### config.mk
export PLATFORM = sky130hd
export DESIGN_NAME = chord_fifo_wr_arb_flat
export DESIGN_NICKNAME = d
export VERILOG_FILES = /design/src/rtl/chord_fifo_pkg.sv /design/src/rtl/chord_fifo_wr_arb_if.sv /design/src/rtl/chord_rr_pick.sv /design/src/rtl/chord_fifo_wr_arb.sv /design/src/flat_wrapper.sv
export SDC_FILE = /design/constraint.sdc
export NUM_CORES = 1
export LEC_CHECK = 0
export ABC_AREA = 1
export ABC_CLOCK_PERIOD_IN_PS = 3350
export CORE_MARGIN = 1.5
export CORE_UTILIZATION = 40
export DETAILED_ROUTE_END_ITERATION = 8
export DONT_BUFFER_PORTS = 1
export PLACE_DENSITY_LB_ADDON = 0.08
export SLEW_MARGIN = 20
export SYNTH_ARGS = -nofsm -noshare
export SYNTH_HDL_FRONTEND = slang
export SYNTH_SLANG_ARGS = --single-unit
### constraint.sdc
create_clock -name clk -period 3.35 [get_ports clk]
set_clock_uncertainty 0.05 [all_clocks]
set_input_delay 0.67 -clock clk [delete_from_list [all_inputs] [get_ports clk]]
set_output_delay 0.67 -clock clk [all_outputs]
set_load 0.02 [all_outputs]
### src/rtl/chord_fifo_pkg.sv
// rtl/chord_fifo_pkg.sv - shared widths, limits and occupancy-step helper for the CHORD FIFO write arbiter
package chord_fifo_pkg;

   localparam int CHORD_DATA_W     = 32;
   localparam int CHORD_FIFO_DEPTH = 16;
   localparam int CHORD_LEVEL_W    = $clog2(CHORD_FIFO_DEPTH) + 1;
   localparam int STAT_W           = 16;
   localparam logic [STAT_W-1:0] STAT_MAX = 16'hFFFF;

   typedef enum logic [1:0] {
      OCC_HOLD = 2'd0,
      OCC_INC  = 2'd1,
      OCC_DEC  = 2'd2
   } occ_op_e;

   // A same-cycle accept and pop cancel out.
   function automatic occ_op_e occ_op(input logic acc, input logic pop);
      if (acc && !pop) return OCC_INC;
      if (pop && !acc) return OCC_DEC;
      return OCC_HOLD;
   endfunction

endpackage

### src/rtl/chord_fifo_wr_arb_if.sv
// rtl/chord_fifo_wr_arb_if.sv - producer/FIFO-side bundle of the CHORD write arbiter
interface chord_fifo_wr_arb_if
   import chord_fifo_pkg::*;
#(
   parameter int NUM_REQ = 4,
   parameter int DATA_W  = CHORD_DATA_W,
   parameter int DEPTH   = CHORD_FIFO_DEPTH
);
   localparam int LEVEL_W = $clog2(DEPTH) + 1;

   logic [NUM_REQ-1:0]        req;
   logic [NUM_REQ*DATA_W-1:0] req_data;
   logic [NUM_REQ-1:0]        gnt;
   logic                      fifo_wr_en;
   logic [DATA_W-1:0]         fifo_wr_data;
   logic                      fifo_rd_en;
   logic                      fifo_empty;
   logic [LEVEL_W-1:0]        level;
   logic                      full;
   logic                      uflow_err;
   logic [NUM_REQ*STAT_W-1:0] stat_cnt;

   modport master (
      output req, req_data, fifo_rd_en, fifo_empty,
      input  gnt, fifo_wr_en, fifo_wr_data, level, full, uflow_err, stat_cnt
   );

   modport slave (
      input  req, req_data, fifo_rd_en, fifo_empty,
      output gnt, fifo_wr_en, fifo_wr_data, level, full, uflow_err, stat_cnt
   );

endinterface

### src/rtl/chord_rr_pick.sv
// rtl/chord_rr_pick.sv - combinational round-robin picker: rotate by rr_ptr, take lowest set bit, rotate back
module chord_rr_pick #(
   parameter int NUM_REQ = 4,
   parameter int PTR_W   = $clog2(NUM_REQ)
) (
   input  logic [NUM_REQ-1:0] req,
   input  logic [PTR_W-1:0]   rr_ptr,
   input  logic               enable,
   output logic [NUM_REQ-1:0] gnt
);

   logic [NUM_REQ-1:0] rot;
   logic [NUM_REQ-1:0] rot_gnt;
   logic [NUM_REQ-1:0] unrot;

   always_comb begin
      rot     = NUM_REQ'({req, req} >> rr_ptr);
      // Two's-complement trick isolates the lowest set bit.
      rot_gnt = rot & (~rot + NUM_REQ'(1));
      unrot   = NUM_REQ'({rot_gnt, rot_gnt} >> (NUM_REQ - int'(rr_ptr)));
      gnt     = enable ? unrot : '0;
   end

endmodule

### src/rtl/chord_fifo_wr_arb.sv
// rtl/chord_fifo_wr_arb.sv - round-robin write arbiter and occupancy tracker for the CHORD event FIFO
// Define CHORD_ARB_STATS_EN to build the per-producer saturating accepted-word counters.
module chord_fifo_wr_arb
   import chord_fifo_pkg::*;
#(
   parameter int NUM_REQ = 4,
   parameter int DATA_W  = CHORD_DATA_W,
   parameter int DEPTH   = CHORD_FIFO_DEPTH
) (
   input logic                clk,
   input logic                reset,
   chord_fifo_wr_arb_if.slave bus
);

   localparam int PTR_W   = $clog2(NUM_REQ);
   localparam int LEVEL_W = $clog2(DEPTH) + 1;

   logic [PTR_W-1:0]   rr_ptr;
   logic [PTR_W-1:0]   rr_ptr_nxt;
   logic [NUM_REQ-1:0] gnt;
   logic [DATA_W-1:0]  win_data;
   logic               acc;
   logic               pop;
   logic               full;
   logic [LEVEL_W-1:0] level;
   logic               wr_en;
   logic [DATA_W-1:0]  wr_data;
   logic               uflow_err;

   assign full = (level == LEVEL_W'(DEPTH));

   // Grants are also held off while reset is asserted so gnt reads 0 in reset.
   chord_rr_pick #(.NUM_REQ(NUM_REQ), .PTR_W(PTR_W)) u_pick (
      .req    (bus.req),
      .rr_ptr (rr_ptr),
      .enable (reset & ~full),
      .gnt    (gnt)
   );

   always_comb begin
      rr_ptr_nxt = rr_ptr;
      win_data   = '0;
      for (int i = 0; i < NUM_REQ; i++) begin
         if (gnt[i]) begin
            rr_ptr_nxt = (i == NUM_REQ - 1) ? '0 : PTR_W'(i + 1);
            win_data   = bus.req_data[i*DATA_W +: DATA_W];
         end
      end
   end

   assign acc = |(bus.req & gnt);
   assign pop = bus.fifo_rd_en & ~bus.fifo_empty;

   // Level counts a word from its accept cycle, covering the one-cycle write flight.
   always_ff @(posedge clk or negedge reset) begin
      if (!reset) begin
         rr_ptr    <= '0;
         wr_en     <= 1'b0;
         wr_data   <= '0;
         level     <= '0;
         uflow_err <= 1'b0;
      end else begin
         wr_en <= acc;
         if (acc) begin
            rr_ptr  <= rr_ptr_nxt;
            wr_data <= win_data;
         end
         if (pop && level == '0) begin
            uflow_err <= 1'b1;
         end
         case (occ_op(acc, pop))
            OCC_INC: level <= level + LEVEL_W'(1);
            OCC_DEC: if (level != '0) level <= level - LEVEL_W'(1);
            default: ;
         endcase
      end
   end

`ifdef CHORD_ARB_STATS_EN
   logic [NUM_REQ-1:0][STAT_W-1:0] stat_q;

   always_ff @(posedge clk or negedge reset) begin
      if (!reset) begin
         stat_q <= '0;
      end else begin
         for (int i = 0; i < NUM_REQ; i++) begin
            if (bus.req[i] && gnt[i] && stat_q[i] != STAT_MAX) begin
               stat_q[i] <= stat_q[i] + STAT_W'(1);
            end
         end
      end
   end

   assign bus.stat_cnt = stat_q;
`else
   assign bus.stat_cnt = '0;
`endif

   assign bus.gnt          = gnt;
   assign bus.fifo_wr_en   = wr_en;
   assign bus.fifo_wr_data = wr_data;
   assign bus.level        = level;
   assign bus.full         = full;
   assign bus.uflow_err    = uflow_err;

endmodule

### src/flat_wrapper.sv
// flat-port wrapper written by rule: the top's interface ports become plain ports
module chord_fifo_wr_arb_flat import chord_fifo_pkg::*;
#(
   parameter int NUM_REQ = 4,
   parameter int DATA_W  = CHORD_DATA_W,
   parameter int DEPTH   = CHORD_FIFO_DEPTH
)
  (clk, reset, bus_req, bus_req_data, bus_fifo_rd_en, bus_fifo_empty, bus_gnt, bus_fifo_wr_en, bus_fifo_wr_data, bus_level, bus_full, bus_uflow_err, bus_stat_cnt);
  chord_fifo_wr_arb_if #(.NUM_REQ(NUM_REQ), .DATA_W(DATA_W), .DEPTH(DEPTH)) bus_i ();
  input logic clk;
  input logic reset;
  input wire logic [$bits(bus_i.req)-1:0] bus_req;
  input wire logic [$bits(bus_i.req_data)-1:0] bus_req_data;
  input wire logic [$bits(bus_i.fifo_rd_en)-1:0] bus_fifo_rd_en;
  input wire logic [$bits(bus_i.fifo_empty)-1:0] bus_fifo_empty;
  output wire logic [$bits(bus_i.gnt)-1:0] bus_gnt;
  output wire logic [$bits(bus_i.fifo_wr_en)-1:0] bus_fifo_wr_en;
  output wire logic [$bits(bus_i.fifo_wr_data)-1:0] bus_fifo_wr_data;
  output wire logic [$bits(bus_i.level)-1:0] bus_level;
  output wire logic [$bits(bus_i.full)-1:0] bus_full;
  output wire logic [$bits(bus_i.uflow_err)-1:0] bus_uflow_err;
  output wire logic [$bits(bus_i.stat_cnt)-1:0] bus_stat_cnt;
  assign bus_i.req = bus_req;
  assign bus_i.req_data = bus_req_data;
  assign bus_i.fifo_rd_en = bus_fifo_rd_en;
  assign bus_i.fifo_empty = bus_fifo_empty;
  assign bus_gnt = bus_i.gnt;
  assign bus_fifo_wr_en = bus_i.fifo_wr_en;
  assign bus_fifo_wr_data = bus_i.fifo_wr_data;
  assign bus_level = bus_i.level;
  assign bus_full = bus_i.full;
  assign bus_uflow_err = bus_i.uflow_err;
  assign bus_stat_cnt = bus_i.stat_cnt;
  chord_fifo_wr_arb #(.NUM_REQ(NUM_REQ), .DATA_W(DATA_W), .DEPTH(DEPTH)) u_core (.clk(clk), .reset(reset), .bus(bus_i));
endmodule
Word level (Yosys, flattened, before mapping)
Index checks and enable logic that the tools add are counted.
{"block": "totals", "regBits": 41, "inputBits": 136, "output_inout_bits": 108, "elab_cells": 52}
{"block": "classes", "addsub": 4, "eq_ne": 4, "shift": 2, "muxes": 18, "n_bitwise": 7, "reduce_logical": 12}
{"op": "32-bit 2-to-1 mux", "count": 4}
{"op": "8-bit by 32-bit right shift with 4-bit output", "count": 1}
{"op": "2-bit 2-to-1 mux", "count": 8}
{"op": "5-bit one-hot mux with 2 select lines", "count": 1}
{"op": "4-bit AND", "count": 2}
{"op": "8-bit by 2-bit right shift with 4-bit output", "count": 1}
{"op": "5-bit by 1-bit adder with 5-bit output, second input constant", "count": 1}
{"op": "5-bit equality test, second input constant", "count": 1}
{"op": "5-bit zero test", "count": 1}
{"op": "5-bit 2-to-1 mux", "count": 1}
{"op": "5-bit nonzero test", "count": 1}
{"op": "5-bit by 1-bit subtractor with 5-bit output, second input constant", "count": 1}
{"op": "4-bit by 1-bit adder with 4-bit output, second input constant", "count": 1}
{"op": "4-bit 2-to-1 mux", "count": 1}
{"op": "4-bit inverter", "count": 1}
{"op": "2-bit AND reduction", "count": 2}
{"op": "4-bit nonzero test", "count": 1}
{"op": "4-bit OR reduction", "count": 1}
{"op": "3-bit by 2-bit subtractor with 4-bit output, first input constant", "count": 1}
{"op": "1-bit logical AND", "count": 3}
{"op": "1-bit 2-to-1 mux", "count": 3}
{"op": "1-bit AND", "count": 2}
{"op": "2-bit by 1-bit equality test with 1-bit output, second input constant", "count": 1}
{"op": "2-bit equality test, second input constant", "count": 1}
{"op": "4 further kinds", "count": 6}

Depth between registers and ports, before layout
{"block": "depth", "depth_word": 17, "ltp_mapped": 23, "depth_no_buf": 22}

By module
Synthesis repeated with hierarchy kept, for this count alone.
{"block": "hier_totals", "hier_cells": 520, "hier_area_um2": 3474.6}
{"mod": "chord_fifo_wr_arb", "n_inst": 1, "cells_each": 448, "area_per_inst_um2": 3104.2, "seq_area_each_um2": 1026.0}
{"mod": "chord_rr_pick", "n_inst": 1, "cells_each": 72, "area_per_inst_um2": 370.4, "seq_area_each_um2": 0.0}

Worst setup path before layout
No wires, ideal clock.
{"block": "synth_timing", "path_type": "register to register", "start": "register u_core.rr_ptr[0]", "end": "register u_core.level[4], in the netlist u_core.bus.level[4]", "setup_time_ns": 0.118, "arrival_ns": 2.770, "required_time_ns": 3.182, "setup_slack_ns": 0.412, "path_stages_with_launch": 22, "path_buffers": 2, "period_less_slack_ns": 2.938, "cell_sequence": "dfrtp_1 -> inv_2 -> buf_6 -> ha_1 -> inv_1 -> nand3_1 -> nand2_1 -> inv_1 -> nand3_1 -> nand2_1 -> nor2_1 -> nand2_2 -> buf_4 -> nor2_1 -> inv_1 -> fa_1 -> inv_1 -> a31oi_1 -> inv_1 -> nand3_1 -> nand3_1 -> nand2_1"}
{"block": "synth_via", "elab_chain_cells": 17, "word_cells_on_any_way": 24, "classes_between": "2 x add/sub; 3 x eq/ne; 2 x shift; 8 x mux; 3 x bitwise; 6 x reduce/logical"}
{"element": "start: declaration", "line_no": "chord_fifo_wr_arb.sv:18", "source": "logic [PTR_W-1:0] rr_ptr;"}
{"element": "start signal: assignment", "line_no": "chord_fifo_wr_arb.sv:65", "source": "rr_ptr <= rr_ptr_nxt;"}
{"element": "8-bit by 2-bit right shift with 4-bit output", "line_no": "chord_rr_pick.sv:17", "source": "rot = NUM_REQ'({req, req} >> rr_ptr);"}
{"element": "4-bit inverter", "line_no": "chord_rr_pick.sv:19", "source": "rot_gnt = rot & (~rot + NUM_REQ'(1));"}
{"element": "4-bit by 1-bit adder with 4-bit output", "line_no": "chord_rr_pick.sv:19"}
{"element": "4-bit AND", "line_no": "chord_rr_pick.sv:19"}
{"element": "8-bit by 32-bit right shift with 4-bit output *", "line_no": "chord_rr_pick.sv:20", "source": "unrot = NUM_REQ'({rot_gnt, rot_gnt} >> (NUM_REQ - int'(rr_ptr)));"}
{"element": "4-bit 2-to-1 mux *", "line_no": "chord_rr_pick.sv:21", "source": "gnt = enable ? unrot : '0;"}
{"element": "4-bit AND *", "line_no": "chord_fifo_wr_arb.sv:51", "source": "assign acc = |(bus.req & gnt);"}
{"element": "4-bit OR reduction *", "line_no": "chord_fifo_wr_arb.sv:51"}
{"element": "net u_core.acc", "line_no": "chord_fifo_wr_arb.sv:22", "source": "logic acc;"}
{"element": "1-bit zero test", "line_no": "chord_fifo_pkg.sv:19", "source": "if (pop && !acc) return OCC_DEC;"}
{"element": "1-bit logical AND", "line_no": "chord_fifo_pkg.sv:19"}
{"element": "1-bit 2-to-1 mux (2 in series)", "line_no": "chord_fifo_pkg.sv:19"}
{"element": "2-bit 2-to-1 mux", "line_no": "chord_fifo_pkg.sv:20", "source": "return OCC_HOLD;"}
{"element": "2-bit 2-to-1 mux *", "line_no": "chord_fifo_pkg.sv:19"}
{"element": "2-bit equality test / 2-bit by 1-bit equality test with 1-bit output (equally long branches)", "line_no": "chord_fifo_wr_arb.sv:71", "source": "case (occ_op(acc, pop))"}
{"element": "2-bit by 1-bit != test with 1-bit output (no source line) / 2-bit nonzero test (equally long branches)"}
{"element": "2-bit AND reduction (no source line)"}
{"element": "end signal: assignment", "line_no": "chord_fifo_wr_arb.sv:72", "source": "OCC_INC: level <= level + LEVEL_W'(1);"}
{"element": "end signal: assignment", "line_no": "chord_fifo_wr_arb.sv:73", "source": "OCC_DEC: if (level != '0) level <= level - LEVEL_W'(1);"}
{"element": "end: declaration", "line_no": "chord_fifo_wr_arb.sv:25", "source": "logic [LEVEL_W-1:0] level;"}
The timed path passes the listed nets; every way through them passes the cells marked *. The select of a mux whose other input is x is not followed.
A chain may end at the register's enable or synchronous reset.

Final worst setup path
{"block": "layout_timing", "start": "register u_core.rr_ptr[1]", "end": "register u_core.level[4], in the netlist u_core.bus.level[4]"}
{"block": "layout_via", "elab_chain_cells": 17, "word_cells_on_any_way": 24, "classes_between": "2 x add/sub; 3 x eq/ne; 2 x shift; 8 x mux; 3 x bitwise; 6 x reduce/logical"}
{"element": "8-bit by 2-bit right shift with 4-bit output", "line_no": "chord_rr_pick.sv:17"}
{"element": "4-bit inverter", "line_no": "chord_rr_pick.sv:19"}
{"element": "4-bit by 1-bit adder with 4-bit output", "line_no": "chord_rr_pick.sv:19"}
{"element": "4-bit AND", "line_no": "chord_rr_pick.sv:19"}
{"element": "8-bit by 32-bit right shift with 4-bit output *", "line_no": "chord_rr_pick.sv:20"}
{"element": "4-bit 2-to-1 mux *", "line_no": "chord_rr_pick.sv:21"}
{"element": "4-bit AND *", "line_no": "chord_fifo_wr_arb.sv:51"}
{"element": "4-bit OR reduction *", "line_no": "chord_fifo_wr_arb.sv:51"}
{"element": "1-bit zero test", "line_no": "chord_fifo_pkg.sv:19"}
{"element": "1-bit logical AND", "line_no": "chord_fifo_pkg.sv:19"}
{"element": "1-bit 2-to-1 mux (2 in series)", "line_no": "chord_fifo_pkg.sv:19"}
{"element": "2-bit 2-to-1 mux", "line_no": "chord_fifo_pkg.sv:20"}
{"element": "2-bit 2-to-1 mux *", "line_no": "chord_fifo_pkg.sv:19"}
{"element": "2-bit equality test / 2-bit by 1-bit equality test with 1-bit output (equally long branches)", "line_no": "chord_fifo_wr_arb.sv:71"}
{"element": "2-bit by 1-bit != test with 1-bit output (no source line) / 2-bit nonzero test (equally long branches)"}
{"element": "2-bit AND reduction (no source line)"}
Mark *: on every way between the ends. The rest lies on a longest branch, timed or not. The select of a mux whose other input is x is not followed.

==> impl_metrics.csv <==
group,metric,value,unit
placement,dp_hpwl,7.383,mm
setup_path,critPathSlowestCell,"dfrtp_1",
setup_path,crit_fanout,7,
global_route,grt_first_pass_wirelength,13.57,mm
layout,diodes,0,
placement,port_buffers,0,
yosys,synth-warning-count,0,
power_and_ir_drop,power-per-cell-area,1236,mW/mm^2
floorplanning,die_h,95.07,um
power_and_ir_drop,p_int,1.806,mW
setup_path,cp_top_family,"simple AND/OR/NAND/NOR gates",
yosys,synth-edff-count,0,
placement,globalplace.congestion,0.8579,
timing,fmax,325.7,MHz
global_route,grt_pass1_vias,2640,
clocking,cts_root_buf,"clkbuf_8",
clocking,cts_sinks,41,
min_path,hold_class,"primary input to async pin",
power_and_ir_drop,power.share.switching,0.5657,
layout,n_fill_cell,893,
clocking,post_cts_buffers,0,
clocking,clk_pin_slew_worst_paths,90,ps
timing,period_needed,3070,ps
power_and_ir_drop,pwr-share-comb,0.632,
floorplanning,io_pins,244,
setup_path,cp-end-kind,"flop",
detailed_routing,finalWirelength,9.653,mm
yosys,synth-seq-area-share,0.3026,
timing,slew_violations,0,
layout,nets,630,
status,status,"completed",
floorplanning,rows,33,
timing,relSlewSlack,0.6375,
timing,finalSetupViolCount,0,
detailed_routing,vias,3049,
setup_path,crit_buf_inv,6,
timing,fin_crit_sh,0.9164,
global_route,grt_max_degree,36,
global_route,antenna_found_initial,0,
yosys,async_flop_share,1.000,
yosys,synth_cell_types,31,
setup_path,crit_chain,"inv_2, ha_1, inv_1, nand3_1, nand2_1, inv_1, nand3_1, nand2_1, nor2_1, nand2_2, nor2_2, inv_1, fa_1, inv_1, a31oi_1, inv_1, nand3_1, nand3_1, nand2_1",
floorplanning,initial_core_util,0.4127,
yosys,synth_ff_type,"dfrtp_1",
detailed_routing,ant_nets,0,
layout,drive_above_1_share,0.07959,
clocking,cts_buffer_depth,2,
setup_path,crit_top_cell,"inv_1",
yosys,synth_top_cell_area_share,0.3026,
global_route,grt.total_usage,0.1982,
detailed_routing,drt_iter0_drc,154,
flow_run,cap_viol_max_count,0,
power_and_ir_drop,finalPower,4.158,mW
yosys,avgSynthCellArea,6.850,sq um
floorplanning,fp.dieW,95.07,um
power_and_ir_drop,p_leak,1.713,nW
global_route,overflow,0,
yosys,synth_area_leader_cell,"dfrtp_1",
clocking,cts_tree,"built",
floorplanning,die_area,0.009038,sq mm
floorplanning,core,0.008217,sq mm
layout,area_delta_synth_final,-0.8117,%
detailed_routing,wire_per_inst,16.22,um
timing,worst_slew_pin_slew,540.4,ps
detailed_routing,first_pass_iters,4,
clocking,worstSkewPairLatency,300,ps
timing,setup-tns-final,0,ps
detailed_routing,drc,0,
yosys,syn_area,0.003391,sq mm
setup_path,worstPathRequired,3500,ps
detailed_routing,viasPerCell,5.124,
clocking,htree_levels,2,
power_and_ir_drop,power.share.clock,0.100,
setup_path,cp.arrival,3220,ps
yosys,netlist_instances,495,
power_and_ir_drop,power.switching,2.353,mW
clocking,cts_buffers,5,
setup_path,slowest_delay,480,ps
timing,rsz0062_at_grt,"false",
setup_path,critPathKind,"flop to flop",
power_and_ir_drop,seqPwrFrac,0.268,
yosys,ys_seq_elements,41,
setup_path,startpoint_type,"flop",
timing,hold_violations,0,
power_and_ir_drop,ir_drop,0.4853,mV
yosys,synth_area_leaders,"dfrtp_1 (30%), nand2_1 (16%), buf_4 (14%), nand3_1 (8.7%), a21oi_1 (4.7%)",
registers in the layout, summed over array words and instances (netlist names):
register,count
u_core.bus.level,5
u_core.rr_ptr,2
u_core.bus.uflow_err,1
u_core.bus.fifo_wr_en,1
u_core.bus.fifo_wr_data,32
metal layers:
metal | routed length, um | vias to the layer above | GRT usage
li1 | - | 1477 | -
met5 | 0 | - | 0
met3 | 1009 | 12 | 0.05502
met1 | 3608 | 1398 | 0.2307
met2 | 4906 | 162 | 0.3564
met4 | 127 | 0 | 0.04851
cells in the final DEF (no fill, tap or decap), drive strengths merged:
cell type / netlist / final
nand2: 150 / 150
conb: 1 / 64
nand3: 63 / 63
o21ai: 62 / 62
dfrtp: 41 / 41
a21oi: 32 / 32
inv: 30 / 31
buf: 85 / 10
nor2: 9 / 9
nand4: 5 / 5
clkbuf: 2 / 5
ha: 4 / 4
clkinv: 2 / 3
o21bai: 2 / 2
o211ai: 1 / 1
a21boi: 1 / 1
xor2: 1 / 1
xnor2: 1 / 1
a21o: 1 / 1
a31oi: 1 / 1
fa: 1 / 1
bufinv: 0 / 1
dlygate4sd3: 0 / 1
worst paths after layout:
| kind | endpoint | startpoint | slack [ps] | cells past startpoint |
|---|---|---|---|---|
| worst max-delay path | u_core.bus.level[4] | u_core.rr_ptr[1] | 280 | 19 |
| max in group asynchronous | u_core.bus.fifo_wr_data[15] | reset | 2380 | 1 |
| worst max register to register | u_core.bus.level[4] | u_core.rr_ptr[1] | 280 | 19 |
| worst min-delay path | u_core.bus.fifo_wr_data[16] | reset | 130 | 1 |
| worst min register to register | u_core.bus.fifo_wr_data[15] | u_core.bus.fifo_wr_data[15] | 590 | 2 |
| min in group clk | u_core.bus.fifo_wr_data[24] | bus_req_data[24] | 490 | 2 |
kinds of logic (layout without fill, tap and decap cells):
| logic type | count (synthesis) | after routing | synth area share |
|---|---|---|---|
| other cells | 1 | 64 | 0.001106 |
| compound gates | 100 | 100 | 0.1576 |
| simple gates | 227 | 227 | 0.2930 |
| buf+inv | 119 | 51 | 0.2199 |
| xor+xnor | 2 | 2 | 0.005167 |
| flops | 41 | 41 | 0.3026 |
| fa+ha+maj | 5 | 5 | 0.02067 |
metrics by stage:
stage / hold WS [ps] / util / instances / setup WS, ps / instance area, sq um
floorplan: 324.4 / - / 558 / 412.2 / 3627
global placement: 325.6 / 0.3917 / 585 / 318.3 / 3218
detailed placement: 325.4 / 0.3917 / 585 / 219.6 / 3218
CTS: 12.28 / 0.4078 / 594 / 201.6 / 3351
global route: 137.0 / 0.4093 / 595 / 3.353 / 3363
finish: 133.2 / 0.4093 / 595 / 280.0 / 3363
power groups by stage:
stage               sequential (mW)  clock [mW]  combinational, mW
detailed placement             1.13           0               2.64
CTS                            1.12       0.431               2.66
global route                   1.14       0.454               3.01
global placement               1.13           0               2.61
floorplan                      1.06           0               2.18
finish                         1.12       0.417               2.63
area by class of cell:
type,instances,area (sq um),area share
multi-input combinational,398,1863,0.5539
sequential,41,1026,0.3051
tap,105,131.4,0.03906
inverter,32,120.1,0.03571
timing repair buffer,11,110.1,0.03274
clock buffer,5,68.82,0.02046
clock inverter,3,43.79,0.01302
synthesized netlist by cell type (2+ instances only):
| library cell | n |
|---|---|
| a21oi_1 | 32 |
| buf_2 | 14 |
| buf_4 | 65 |
| buf_6 | 5 |
| clkbuf_1 | 2 |
| clkinv_1 | 2 |
| dfrtp_1 | 41 |
| ha_1 | 4 |
| inv_1 | 27 |
| inv_2 | 3 |
| nand2_1 | 144 |
| nand2_2 | 4 |
| nand2_4 | 2 |
| nand3_1 | 59 |
| nand3_2 | 4 |
| nand4_1 | 5 |
| nor2_1 | 7 |
| nor2_2 | 2 |
| o21ai_0 | 27 |
| o21ai_1 | 32 |
| o21ai_2 | 3 |
| o21bai_1 | 2 |
repair_timing:
item | in CTS | in global routing
hold buffers | 1 | 1
endpoints found under the setup margin | 0 | 1
hold endpoints to repair | 35 | 6
gates resized for setup | 0 | 2
No activity file was read; power rests on OpenSTA's default activity.
